File: config.mk
export PLATFORM = sky130hd
export DESIGN_NAME = awgn_run_ctrl
export DESIGN_NICKNAME = d
export VERILOG_FILES = /design/src/rtl/awgn_run_ctrl.sv
export SDC_FILE = /design/constraint.sdc
export NUM_CORES = 1
export LEC_CHECK = 0
export BUFFER_PORTS_ARGS = -buffer_cell sky130_fd_sc_hd__clkbuf_2
export CAP_MARGIN = 20
export CORE_MARGIN = 2
export CORE_UTILIZATION = 40
export DETAILED_ROUTE_END_ITERATION = 8
export PLACE_DENSITY_LB_ADDON = 0.2
export SKIP_CTS_REPAIR_TIMING = 1
export SLEW_MARGIN = 0
export SYNTH_ARGS = -nofsm -noshare
export SYNTH_HDL_FRONTEND = slang
export SYNTH_SLANG_ARGS = --single-unit
File: constraint.sdc
create_clock -name clk -period 4.4 [get_ports clk]
set_input_delay 0.44 -clock clk [delete_from_list [all_inputs] [get_ports clk]]
set_output_delay 0.44 -clock clk [all_outputs]
set_load 0.01 [all_outputs]
File: src/rtl/awgn_run_ctrl.sv
// rtl/awgn_run_ctrl.sv - Box-Muller AWGN generator run controller: seeds, sequencing, sample FIFO
module awgn_run_ctrl #(
    parameter int W          = 16,
    parameter int PIPE_LAT   = 4,
    parameter int RST_CYCLES = 2,
    parameter int FIFO_DEPTH = 4
) (
    input  logic         clk,
    input  logic         reset,
    input  logic         start,
    input  logic [15:0]  num_samples,
    input  logic         seed_we,
    input  logic [2:0]   seed_sel,
    input  logic [31:0]  seed_in,
    output logic         gen_reset,
    output logic [31:0]  s1,
    output logic [31:0]  s2,
    output logic [31:0]  s3,
    output logic [31:0]  s4,
    output logic [31:0]  s5,
    output logic [31:0]  s6,
    input  logic [W-1:0] gen_x0,
    input  logic [W-1:0] gen_x1,
    output logic [W-1:0] out_x0,
    output logic [W-1:0] out_x1,
    output logic         out_valid,
    input  logic         out_ready,
    output logic         busy,
    output logic         done,
    output logic [15:0]  overflow_cnt
);
    localparam int AW = $clog2(FIFO_DEPTH);
    localparam logic [15:0] RST_LOAD  = 16'(RST_CYCLES - 1);
    localparam logic [15:0] FILL_LOAD = 16'(PIPE_LAT - 1);

    typedef enum logic [2:0] {
        S_IDLE, S_LOAD, S_FILL, S_RUN, S_DRAIN, S_DONE
    } state_t;

    state_t        state, state_nxt;
    logic [15:0]   cnt, cnt_nxt;
    logic [15:0]   nsamp_q;
    logic [31:0]   seed [6];

    logic [2*W-1:0] mem [FIFO_DEPTH];
    logic [AW-1:0]  wr_ptr, rd_ptr;
    logic [AW:0]    fill, fill_nxt;
    logic           full, push_req, push, pop, drop;
    logic [2*W-1:0] head;

    // The generator cannot be stalled: a full FIFO only accepts a pair if the head leaves this cycle
    assign full      = (fill == (AW+1)'(FIFO_DEPTH));
    assign out_valid = (fill != '0);
    assign pop       = out_valid && out_ready;
    assign push_req  = (state == S_RUN);
    assign push      = push_req && (!full || pop);
    assign drop      = push_req && full && !pop;
    assign fill_nxt  = fill + {{AW{1'b0}}, push} - {{AW{1'b0}}, pop};

    assign head   = mem[rd_ptr];
    assign out_x0 = out_valid ? head[W-1:0]   : '0;
    assign out_x1 = out_valid ? head[2*W-1:W] : '0;

    assign s1 = seed[0];
    assign s2 = seed[1];
    assign s3 = seed[2];
    assign s4 = seed[3];
    assign s5 = seed[4];
    assign s6 = seed[5];

    always_comb begin
        state_nxt = state;
        cnt_nxt   = cnt;
        gen_reset = 1'b1;
        busy      = 1'b0;
        done      = 1'b0;
        case (state)
            S_IDLE: begin
                if (start) begin
                    if (num_samples != 16'd0) begin
                        state_nxt = S_LOAD;
                        cnt_nxt   = RST_LOAD;
                    end else begin
                        state_nxt = S_DONE;
                    end
                end
            end
            S_LOAD: begin
                busy = 1'b1;
                if (cnt == 16'd0) begin
                    state_nxt = S_FILL;
                    cnt_nxt   = FILL_LOAD;
                end else begin
                    cnt_nxt = cnt - 16'd1;
                end
            end
            S_FILL: begin
                busy      = 1'b1;
                gen_reset = 1'b0;
                if (cnt == 16'd0) begin
                    state_nxt = S_RUN;
                    cnt_nxt   = nsamp_q - 16'd1;
                end else begin
                    cnt_nxt = cnt - 16'd1;
                end
            end
            S_RUN: begin
                busy      = 1'b1;
                gen_reset = 1'b0;
                if (cnt == 16'd0) state_nxt = S_DRAIN;
                else              cnt_nxt   = cnt - 16'd1;
            end
            S_DRAIN: begin
                busy = 1'b1;
                // Leave as the last pair is popped so done follows without an idle cycle
                if (fill_nxt == '0) state_nxt = S_DONE;
            end
            S_DONE: begin
                done      = 1'b1;
                state_nxt = S_IDLE;
            end
            default: state_nxt = S_IDLE;
        endcase
    end

    always_ff @(posedge clk) begin
        if (reset) begin
            state        <= S_IDLE;
            cnt          <= '0;
            nsamp_q      <= '0;
            overflow_cnt <= '0;
            wr_ptr       <= '0;
            rd_ptr       <= '0;
            fill         <= '0;
            seed[0]      <= 32'hFFFF_FFFF;
            seed[1]      <= 32'hFDFD_FDFD;
            seed[2]      <= 32'hEFEF_EFEF;
            seed[3]      <= 32'hFEDA_FEDA;
            seed[4]      <= 32'hFFFA_FFFA;
            seed[5]      <= 32'hFDEA_FDEA;
        end else begin
            state <= state_nxt;
            cnt   <= cnt_nxt;
            fill  <= fill_nxt;
            if (push) wr_ptr <= wr_ptr + 1'b1;
            if (pop)  rd_ptr <= rd_ptr + 1'b1;
            if (state == S_IDLE && seed_we && seed_sel <= 3'd5)
                seed[seed_sel] <= seed_in;
            if (state == S_IDLE && start && num_samples != 16'd0) begin
                nsamp_q      <= num_samples;
                overflow_cnt <= '0;
            end else if (drop && overflow_cnt != 16'hFFFF) begin
                overflow_cnt <= overflow_cnt + 16'd1;
            end
        end
    end

    always_ff @(posedge clk) begin
        if (push) mem[wr_ptr] <= {gen_x1, gen_x0};
    end
endmodule

==> results.md, run 1 <==
Outcome:
- The flow ran to the end, and the final reports show no timing, DRC or antenna violations.

Yosys:
- In this run, synthesis inferred 320 flip-flops with an integrated enable.
- By area the synthesized netlist is led by sky130_fd_sc_hd__edfxtp_1 (64%), sky130_fd_sc_hd__dfxtp_1 (8.0%), sky130_fd_sc_hd__mux4_2 (4.8%), sky130_fd_sc_hd__nand2_1 (3.7%), sky130_fd_sc_hd__nor2_1 (2.9%).
- The share of flip-flops with an asynchronous set or reset is 0%.
- The mean cell area of the mapped netlist is 14.18 sq um.
- The cell count after synthesis is 1,062.
- Summing every instance area after synthesis gives 15,060 sq um.
- In the synthesized netlist the dominant register cell turns out to be sky130_fd_sc_hd__edfxtp_1.
- Yosys mapped the design onto 56 distinct sky130hd cell types.
- The synthesized design spends more area on one cell type than any other, namely sky130_fd_sc_hd__edfxtp_1.
- The share of Yosys cell area claimed by the top area cell type is 63.79%.
- When the netlist entered floorplanning its net count stood at 1,161.
- Synthesis inferred 380 register bits.
- The share of synthesized area occupied by flip-flops and latches is 71.77%.
- The number of synthesis warnings is 0.

Power:
- In this run, flip-flops and latches consume 41.5% of the power.
- For this design the ratio of total power to cell area is 549.7 nW/um^2.
- The switching share of power is 29.54%.
- For this design the static power due to leakage is 6.545 nW.
- The switching power total is 0.003042 W.
- The internal power is 0.007256 W.
- The clock group share of total power is 35.1%.
- The power share of the combinational group is 23.4%.
- The maximum vdd drop is 0.3891 mV.

Cells and area:
- The synthesis-to-finish area growth is 24.36%.
- The filler cell count in the final layout is 3,314.
- The proportion of layout cells with a drive suffix above 1 is 34.23%.
- The most frequent standard cell in the layout excluding fill and tap cells is sky130_fd_sc_hd__clkbuf_2.
- The net total in the final layout is 1,509.
- The count of non-filler cells in the finished layout is 1,955.
- The library cells used most frequently in the layout, excluding fill and tap cells, are sky130_fd_sc_hd__clkbuf_2 (331), sky130_fd_sc_hd__edfxtp_1 (320), sky130_fd_sc_hd__nand2_1 (147).

Global route:
- The number of antenna violations at the first check in global routing is 3.
- The remaining global-route overflow is 0.
- The number of global-route vias before repair is 9,500.
- Global routing used 19.48% of the available tracks.
- The first global-routing pass estimated 57,060 um of wire.
- The largest net degree at the start of global routing is 37.

Worst setup path:
- The worst register-to-register path ends at seed[4][29]$_SDFFCE_PN1P_.
- The endpoint arrival time on the critical path is 3.49 ns.
- The worst register-to-register path has a setup slack of 1.08 ns.
- In this run the worst path has a maximum fanout of 33.
- The category of the worst setup path launch point is a flip-flop.
- The critical path in this run is classified as flip-flop to flip-flop.
- The count of cells along the worst register-to-register path is 8.
- The worst path required time is 4.57 ns.
- The worst register-to-register path begins at state[1]$_SDFFE_PP0P_.
- The critical path endpoint category is a flip-flop.

Detailed routing:
- The number of iterations in the first detailed-routing pass is 5.
- The ratio of routed vias to standard cells is 4.943.
- Summing over every cut layer, the via total after detailed routing is 9,664.
- In this run the remaining antenna-violating nets after routing total 0.
- The total wire length after detailed routing is 38,700 um.
- The routed wirelength normalized by instance count is 19.79 um.
- The first routing iteration left 562 violations.
- After detailed routing, the number of remaining DRC violations is 0.

Placed design:
- The HPWL reported at the end of detailed placement is 25,960 um.
- The count of placed standard cells including taps is 1,876.
- Buffers placed on the I/O ports in this run total 331.
- The routability congestion estimate from global placement is 0.8316.

Worst hold path:
- The start point of the worst hold path is gen_x1[9].
- Along the worst hold path, the cell count comes to 1.
- For hold timing, the worst endpoint is mem[0][25]$_DFFE_PP_.
- The min-delay analysis places its worst path in the category input pin to flip-flop.

Clock network:
- The count of H-tree levels built during CTS is 2.
- The clock tree from TritonCTS is yes.
- The clock-pin slew on the worst setup and hold paths is 0.06 ns.
- The CTS root buffer is sky130_fd_sc_hd__clkbuf_16.
- The number of buffers created by CTS is 42.
- The longest clock path from root to sink contains 3 buffers.
- The clock network latency to the later pin of the worst-skew pair is 0.55 ns.
- The number of clock sinks is 380.

Floorplanning:
- The die is 198.1 um wide.
- The region available for standard cell placement spans 37,400 sq um.
- The initial core utilization is 40.28%.
- The floorplan step set the die height to 198.1 um.
- The total number of placement rows is 71.
- For this design the top-level I/O count stands at 332.
- The die area is 39,230 sq um.

Timing:
- For this run, the top clock speed supported by timing is 301.1 MHz.
- Setup violations remaining at the end of the flow were counted as 0.
- The final setup skew is 0.01398 ns.
- The worst pin sits at a relative slew slack of 28.63%.
- The smallest clock period supported by the final layout is computed as 3.321 ns.
- The number of failing hold endpoints at the final stage is 0.
- The sum of negative setup slack is 0 ns.
- The post-route clock period utilization is 75.47%.
- Setup repair after global routing left no endpoint under its margin.
- At the pin with the least slew margin, the transition time is 1.070 ns.
- The number of max-slew violations in the final report is 0.

Flow run:
- Across the run, the number of max-cap violations was 0.
==> power by group through the flow <==
stage	clock network, W	logic (W)	registers (W)
after floorplan	0	0.00168	0.00430
after global placement	0	0.00241	0.00434
after detailed placement	0	0.00240	0.00435
after CTS	0.00369	0.00241	0.00428
after global routing	0.00384	0.00266	0.00430
final	0.00361	0.00241	0.00427
==> state kept, by name, indices dropped and copies added, names as in the netlist, named ones only <==
name,count
seed,192
state,3
nsamp_q,16
cnt,16
overflow_cnt,16
rd_ptr,2
fill,3
wr_ptr,2
mem,128
==> how the worst max path moves through the flow <==
stage                               start                   endpoint
global placement    state[0]$_SDFFE_PP0P_  seed[4][26]$_SDFFCE_PN1P_
global route        state[1]$_SDFFE_PP0P_   seed[4][2]$_SDFFCE_PN0P_
detailed placement  state[1]$_SDFFE_PP0P_   seed[4][0]$_SDFFCE_PN0P_
finish              state[1]$_SDFFE_PP0P_  seed[4][29]$_SDFFCE_PN1P_
CTS                 state[1]$_SDFFE_PP0P_  seed[4][29]$_SDFFCE_PN1P_
floorplan                       out_ready      state[0]$_SDFFE_PP0P_
==> final cells by class <==
cell class                      count  area, sq um  area share, %
Antenna cell                        1        2.502        0.01336
Inverter                           51        191.4          1.022
Sequential cell                   380        10810          57.71
Clock buffer                       49         1099          5.864
Clock inverter                     28        316.6          1.690
Tap cell                          511        639.4          3.413
Multi-Input combinational cell    587         3876          20.69
Timing Repair Buffer              348         1797          9.591
==> per-stage QoR <==
stage | util (%) | area [sq um] | setup WS, ns | total power, W | hold WS, ns
after global placement | 46.24 | 17300 | 1.126 | 0.006751 | 0.4712
after CTS | 50.03 | 18710 | 1.019 | 0.01038 | 0.07753
final | 50.09 | 18730 | 1.079 | 0.01030 | 0.1126
after floorplan | - | 15060 | 1.452 | 0.005981 | 0.4452
after global routing | 50.09 | 18730 | 0.8080 | 0.01080 | 0.08653
after detailed placement | 46.24 | 17300 | 1.024 | 0.006752 | 0.4778
==> logic make-up (layout without fill, tap and decap cells) <==
kind of cell / count (synthesis) / in the layout / share of synthesized area [%]
compound gates: 60 / 60 / 2.691
xor+xnor: 34 / 34 / 1.977
fa+ha+maj: 11 / 11 / 0.9635
buf+inv: 95 / 476 / 2.650
flops: 380 / 380 / 71.77
mux: 52 / 52 / 6.122
other cells: 0 / 1 / 0
simple gates: 430 / 430 / 13.83
==> critical path, cell delays in order, from the launching register on <==
cell and delay [ns]:
sky130_fd_sc_hd__dfxtp_1 0.45, sky130_fd_sc_hd__nor2_2 0.39, sky130_fd_sc_hd__nand3b_1 0.35, sky130_fd_sc_hd__a211o_1 0.32
sky130_fd_sc_hd__buf_4 0.23, sky130_fd_sc_hd__nor2_1 0.20, sky130_fd_sc_hd__o21ai_2 0.07, sky130_fd_sc_hd__buf_4 0.24
sky130_fd_sc_hd__nand2b_2 0.66
==> synthesized netlist by cell type (all sizes together) (11+ instances only) <==
| library cell | count |
|---|---|
| inv | 51 |
| xor2 | 14 |
| mux2i | 19 |
| or2 | 31 |
| and2 | 39 |
| edfxtp | 320 |
| nand2 | 147 |
| clkbuf | 29 |
| buf | 15 |
| nor2 | 125 |
| nor4 | 11 |
| nand3 | 13 |
| o21ai | 27 |
| dfxtp | 60 |
| nor3 | 13 |
| xnor2 | 20 |
| mux4 | 32 |
==> layer usage <==
metal  part of all wire, %  wire length (um)  track usage [%]  up-vias
li1                      -                 -                -     4499
met1                    42             16230            25.32     4794
met2                    47             18350            30.78      296
met3                   7.6              2923            6.234       71
met4                   3.0              1163            6.906        4
met5                 0.078                30                0        -
Power figures use the tool's default switching activity.
==> inputs of run 2 (changes only) <==
Clock period 4.4 ns to 2.9 ns, I/O delays scaled along.
==> results.md, run 2 (synthesized netlist as in run 1, its figures left out) <==
Outcome:
- The run finished, with violations left.
- The final reports fail on negative hold slack.

Detailed routing:
- The ratio of routed vias to standard cells was 4.881 (-1.2%).
- The count of nets left with antenna violations after detail routing is 0 (unchanged).
- The total wire length after detailed routing is 39,330 um (+1.6%).
- The post-route DRC violation count is 0 (unchanged).
- The first-iteration detailed-routing DRC count was 454 (-19%).
- The routed wirelength normalized by instance count is 19.51 um (-1.4%).
- The total number of vias came to 9,841 (+1.8%).
- The number of iterations in the first detailed-routing pass came to 4 (-1).

Power:
- The switching power total was 0.004439 W (+46%).
- The standby leakage power is 6.779 nW (+3.6%).
- The maximum vdd drop is 0.4697 mV (+21%).
- The switching share of power is 29.48% (-0.055 points).
- The clock group share of total power is 33.3% (-1.8 points).
- The total power per unit cell area is 779.8 nW/um^2 (+42%).
- The register share of total power is 42.3% (+0.8 points).
- The power share of the combinational group came to 24.5% (+1.1 points).
- The internal power was 0.01062 W (+46%).

Worst setup path:
- The worst setup path is launched from a flip-flop.
- The master of the slowest instance on the critical path is sky130_fd_sc_hd__or4b_4.
- The maximum fanout encountered on the critical timing path is 2 (-94%).
- Traced cell by cell, the critical path runs through or4b_4, nor2b_4, inv_2, ha_4, inv_4, ha_4, inv_2, fa_2, xor2_2, xnor2_1, nand3_1, a211o_1, a21oi_2.
- The count of cells along the worst register-to-register path was 13 (+5).
- The worst path required time is 3.39 ns (-1.18 ns).
- The kind of critical path is flip-flop to flip-flop.
- The endpoint arrival time on the critical path is 3.30 ns (-0.19 ns).
- The critical path endpoint category is a flip-flop.
- The delay contributed by the slowest stage of the critical path is 0.51 ns (-0.15 ns).

Placed design:
- The count of buffers from port buffering is 331 (unchanged).
- The HPWL reported at the end of detailed placement is 26,000 um (+0.12%).
- The total cell area at the placement stage came to 17,510 sq um (+1.2%).
- The routability congestion estimate from global placement is 0.8316 (unchanged).
- The count of placed standard cells including taps is 1,896 (+1.1%).

Global route:
- The number of global-route vias before repair is 9,549 (+0.52%).
- The global-route total usage across every layer is 19.60% (+0.12 points).
- The layer flagged by global routing as most heavily used is met2.
- The routing usage on met1 is 25.82% (+0.50 points).
- The met3 track demand over resource is 4.957% (-1.3 points).
- The first-pass GRT wire length is 57,690 um (+1.1%).
- The fraction of met2 tracks used by global routing is 31.64% (+0.86 points).
- The number of antenna violations at the first check in global routing is 0 (-3).
- The largest net degree at the start of global routing is 36 (-2.7%).
- The remaining global-route overflow is 0 (unchanged).

Clock network:
- TritonCTS built the clock tree.
- The clock network latency to the later pin of the worst-skew pair is 0.55 ns (about the same).
- Clock tree synthesis selected as its root buffer the cell sky130_fd_sc_hd__clkbuf_16.
- The clock-pin slew on the worst setup and hold paths is 0.06 ns (about the same).
- The maximum number of buffers from clock root to sink is 3 (unchanged).
- The number of clock sinks is 380 (unchanged).
- The count of H-tree levels built during CTS was 2 (unchanged).
- The number of buffers created by CTS is 42 (unchanged).

Timing:
- The final-report setup violation count is 0 (unchanged).
- The slew at the pin with the worst max-slew slack is 0.6297 ns (-0.4408 ns).
- The maximum clock frequency came to 355.3 MHz (+18%).
- The post-route clock period utilization is 97.04% (+22 points).
- The number of failing hold endpoints at the final stage is 5 (+5).
- The number of max-slew violations in the final report is 0 (unchanged).
- The worst hold margin is -0.01377 ns (-0.1263 ns).
- The worst slew margin relative to its limit was 58.02% (+29 points).
- Setup repair after global routing could not meet its margin everywhere.
- The final setup skew came to 0.009328 ns (-0.004655 ns).
- The post-layout minimum cycle time is 2.814 ns (-0.5066 ns).

Worst hold path:
- The depth of the worst hold-timing path is 3 (+2).
- The type of the tightest min-delay check is input pin to flip-flop.

Floorplanning:
- The initial core utilization is 40.28% (unchanged).
- The chip height was 198.1 um (unchanged).
- The die width was 198.1 um (unchanged).
- The number of placed I/O pins is 332 (unchanged).
- The die area came to 39,230 sq um (unchanged).
- The core footprint came to 37,400 sq um (unchanged).
- The total number of placement rows came to 71 (unchanged).

Cells and area:
- The largest registers in the layout are seed x192, mem x128.
- The synthesis-to-finish area growth is 28.18%.
- The end-of-flow core utilization is 51.62% (+1.5 points).
- Leaving out fill and tap cells, the most frequent cell in the layout is sky130_fd_sc_hd__clkbuf_2.
- The count of non-filler cells in the finished layout came to 2,016 (+3.1%).
- Counting flops per register, the top entry is seed.
- The flip-flop count of the largest register after layout is 192 (unchanged).
- The antenna diode count is 0 (-1).
- The proportion of layout cells with a drive suffix above 1 is 34.29% (+0.051 points).
- The net total in the final layout came to 1,577 (+4.5%).
- In the layout the commonest cells are sky130_fd_sc_hd__clkbuf_2 (331), sky130_fd_sc_hd__edfxtp_1 (320), sky130_fd_sc_hd__nand2_1 (147).
- The final instance area is 19,310 sq um (+3.1%).

Flow run:
- The max-cap check violation count is 0 (unchanged).
[run 2: worst paths after layout]
kind	startpoint	to	slack (ns)
worst max-delay path	fill[0]$_SDFF_PP0_	state[0]$_SDFFE_PP0P_	0.09
worst min-delay path	num_samples[0]	nsamp_q[0]$_SDFFE_PP0P_	-0.01
worst max register to register	fill[0]$_SDFF_PP0_	state[0]$_SDFFE_PP0P_	0.09
worst min register to register	cnt[15]$_SDFFE_PP0P_	cnt[15]$_SDFFE_PP0P_	0.48
[run 2: critical path, delay by kind of cell (launching register included)]
family	cells	cell delay [ns]
AOI/OAI and AO/OA	2	0.41
xor gates and xnor gates	2	0.39
adders and majority gates	3	0.71
buffers and inverters	3	0.16
DFF	1	0.32
and+or+nand+nor	3	0.76
[run 2: power groups by stage]
| stage | sequential [W] | clock, W | combinational [W] |
|---|---|---|---|
| 6_report | 0.00637 | 0.00501 | 0.00368 |
| 5_1_grt | 0.00640 | 0.00534 | 0.00410 |
| 4_1_cts | 0.00637 | 0.00514 | 0.00358 |
| 3_5_place_dp | 0.00648 | 0 | 0.00357 |
| 3_3_place_gp | 0.00647 | 0 | 0.00355 |
| 2_1_floorplan | 0.00653 | 0 | 0.00255 |
[run 2: layout make-up]
type	instances	area (sq um)
repair buffers	416	2477
well taps	511	639.4
inverters	51	193.9
clock buffers	54	1117
fillers	3224	18090
clock inverters	17	141.4
multi-input cells	587	3923
flip-flops and latches	380	10820
[run 2: routing by layer]
layer,part of all wire [%],wire [um]
met1,43,16760
met2,49,19150
met3,5.8,2282
met4,2.9,1140
met5,0,0
[run 2: stage by stage]
stage,TNS [ns],power [W],setup slack (ns)
2_1_floorplan,0,0.009077,0.01932
3_3_place_gp,0,0.01002,0.1178
3_5_place_dp,0,0.01005,0.04143
4_1_cts,0,0.01509,0.05367
5_1_grt,-0.04204,0.01584,-0.04204
6_report,0,0.01506,0.08571
==> inputs of run 3 (changes only) <==
Settings changed: CORE_ASPECT_RATIO set to 0.5.
==> results.md, run 3 (synthesized netlist as in run 1, its figures left out) <==
Outcome:
- The run finished with clean final reports.

Clock network:
- The number of clock sinks is 380 (unchanged).
- The count of H-tree levels built during CTS is 2 (unchanged).
- The clock-pin slew on the worst setup and hold paths is 0.06 ns (about the same).
- The CTS root buffer is sky130_fd_sc_hd__clkbuf_16.
- The clock network latency to the later pin of the worst-skew pair is 0.54 ns (about the same).
- The number of buffers created by CTS is 36 (-14%).
- The maximum number of buffers from clock root to sink is 3 (unchanged).
- TritonCTS built the clock tree.

Placed design:
- The pre-CTS worst setup slack was -0.005840 ns (-0.04727 ns).
- The HPWL reported at the end of detailed placement was 27,420 um (+5.5%).
- The routability congestion estimate from global placement came to 0.8660 (+4.1%).
- The count of buffers from port buffering was 331 (unchanged).
- The count of placed standard cells including taps came to 1,876 (-1.1%).

Power:
- The internal power is 0.01061 W (about the same).
- The power share of the combinational group is 24.7% (+0.2 points).
- The maximum vdd drop is 0.3925 mV (-16%).
- The total power per unit cell area is 783.6 nW/um^2 (+0.50%).
- The register share of total power is 42.4% (about the same).
- The switching power total is 0.004353 W (-1.9%).
- The standby leakage power is 6.704 nW (-1.1%).
- The switching share of power is 29.09% (-0.40 points).
- The power consumption came to 0.01497 W (-0.60%).
- The clock group share of total power was 32.9% (-0.4 points).

Worst setup path:
- The critical path endpoint category is a flip-flop.
- The worst path required time is 3.35 ns (-0.04 ns).
- The register-to-register path setup slack is 0.09 ns (about the same).
- Walking the worst path, the cells encountered are or4b_4, nor2b_4, inv_2, ha_4, inv_4, ha_4, inv_2, fa_2, xor2_2, xnor2_1, nand3_1, a211o_1, a21oi_1.
- The worst register-to-register path ends at state[0]$_SDFFE_PP0P_.
- The endpoint arrival time on the critical path is 3.26 ns (-0.04 ns).
- The master of the slowest instance on the critical path is sky130_fd_sc_hd__or4b_4.
- The kind of critical path is flip-flop to flip-flop.
- The delay contributed by the slowest stage of the critical path is 0.53 ns (+0.02 ns).
- STA classifies the critical path startpoint as a flip-flop.
- The count of cells along the worst register-to-register path was 13 (unchanged).
- The maximum fanout encountered on the critical timing path was 2 (unchanged).
- The start of the worst register-to-register path is fill[1]$_SDFF_PP0_.

Floorplanning:
- The die area came to 39,320 sq um (+0.24%).
- The core footprint came to 37,220 sq um (-0.47%).
- The chip height is 141.2 um (-29%).
- The total number of placement rows is 50 (-30%).
- The die width is 278.4 um (+41%).
- The number of placed I/O pins is 332 (unchanged).
- The initial core utilization is 40.47% (+0.19 points).

Global route:
- The number of antenna violations at the first check in global routing is 1 (+1).
- The number of global-route vias before repair is 9,821 (+2.8%).
- The largest net degree at the start of global routing is 34 (-5.6%).
- The first-pass GRT wire length came to 58,790 um (+1.9%).
- The remaining global-route overflow is 0 (unchanged).
- The global-route total usage across every layer is 19.72% (+0.12 points).

Worst hold path:
- The type of the tightest min-delay check is input pin to flip-flop.
- The start point of the worst hold path is num_samples[15].
- The sink of the worst hold path is nsamp_q[15]$_SDFFE_PP0P_.
- The depth of the worst hold-timing path is 3 (unchanged).

Detailed routing:
- The first-iteration detailed-routing DRC count is 748 (+65%).
- The number of iterations in the first detailed-routing pass is 5 (+1).
- The post-route DRC violation count is 0 (unchanged).
- The total wire length after detailed routing is 39,210 um (-0.31%).
- The ratio of routed vias to standard cells was 4.991 (+2.2%).
- The count of nets left with antenna violations after detail routing was 0 (unchanged).
- The total number of vias came to 9,867 (+0.26%).
- The routed wirelength normalized by instance count came to 19.83 um (+1.7%).

Cells and area:
- The largest registers in the layout are seed x192, mem x128.
- The flip-flop count of the largest register after layout came to 192 (unchanged).
- The net total in the final layout came to 1,553 (-1.5%).
- The most frequent standard cell in the layout excluding fill and tap cells is sky130_fd_sc_hd__clkbuf_2.
- The register with the most flip-flops in the final layout is seed.
- The proportion of layout cells with a drive suffix above 1 is 35.16% (+0.87 points).
- The library cells used most frequently in the layout, excluding fill and tap cells, are sky130_fd_sc_hd__clkbuf_2 (331), sky130_fd_sc_hd__edfxtp_1 (320), sky130_fd_sc_hd__nand2_1 (147).
- The count of non-filler cells in the finished layout is 1,977 (-1.9%).
- From synthesis to final layout, the design area changed by 26.78%.
- The filler cell count in the final layout is 3,190 (-1.1%).
- The end-of-flow core utilization is 51.30% (-0.32 points).

Timing:
- The final-report setup violation count is 0 (unchanged).
- The final critical-path setup slack came to 0.08727 ns (+0.001557 ns).
- The post-layout minimum cycle time is 2.813 ns (-0.001557 ns).
- The maximum clock frequency came to 355.5 MHz (about the same).
- The worst slew margin relative to its limit is 38.66% (-19 points).
- The number of max-slew violations in the final report is 0 (unchanged).
- The slew at the pin with the worst max-slew slack is 0.9201 ns (+0.2904 ns).
- The post-route clock period utilization is 96.99% (about the same).
- Setup repair after global routing could not meet its margin everywhere.
- The final setup skew is 0.02464 ns (+0.01531 ns).
- The sum of negative setup slack is 0 ns (unchanged).
- The number of failing hold endpoints at the final stage is 0 (-5).

Flow run:
- The max-cap check violation count is 0 (unchanged).
[run 3: critical path, delay by kind of cell, from the launching register on]
family                   cells  cell delay, ns
flip-flops                   1            0.32
AO/OA/AOI/OAI                2            0.39
AND/OR/NAND/NOR              3            0.78
buffers and inverters        3            0.16
XOR/XNOR                     2            0.40
adder cells (fa/ha/maj)      3            0.71
[run 3: power by group through the flow]
stage	combinational, W	clock [W]	sequential [W]
floorplan	0.00255	0	0.00653
global placement	0.00352	0	0.00643
detailed placement	0.00358	0	0.00645
CTS	0.00359	0.00504	0.00633
global route	0.00409	0.00525	0.00636
finish	0.00370	0.00493	0.00634
[run 3: per-layer routing]
metal	global-route usage, %	part of all wire, %
met2	34.29	51
met5	0	0
met1	24.72	41
met4	7.539	3.5
met3	3.596	3.9
[run 3: area by class of cell]
cell class | instances | area, sq um | area share [%]
Antenna cell | 1 | 2.502 | 0.01310
Clock buffer | 53 | 1047 | 5.484
Clock inverter | 13 | 183.9 | 0.9631
Inverter | 51 | 193.9 | 1.016
Multi-Input combinational cell | 587 | 3931 | 20.59
Sequential cell | 380 | 10820 | 56.65
Tap cell | 494 | 618.1 | 3.237
Timing Repair Buffer | 398 | 2302 | 12.06
[run 3: worst max-delay path by stage]
stage / endpoint / cells after the start / slack [ns] / from
6_report: state[0]$_SDFFE_PP0P_ / 13 / 0.09 / fill[1]$_SDFF_PP0_
5_1_grt: state[0]$_SDFFE_PP0P_ / 13 / -0.05 / fill[1]$_SDFF_PP0_
4_1_cts: state[0]$_SDFFE_PP0P_ / 13 / -0.02 / fill[1]$_SDFF_PP0_
3_5_place_dp: state[0]$_SDFFE_PP0P_ / 13 / -0.006 / fill[1]$_SDFF_PP0_
3_3_place_gp: state[0]$_SDFFE_PP0P_ / 14 / 0.10 / out_ready
2_1_floorplan: state[0]$_SDFFE_PP0P_ / 14 / 0.02 / fill[1]$_SDFF_PP0_
[run 3: through the flow]
step | hold WS (ns) | area (sq um)
floorplan | 0.3889 | 15070
global placement | 0.4773 | 17470
detailed placement | 0.4774 | 17470
CTS | -0.04895 | 18700
global route | 0.01294 | 19100
finish | 0.02466 | 19100
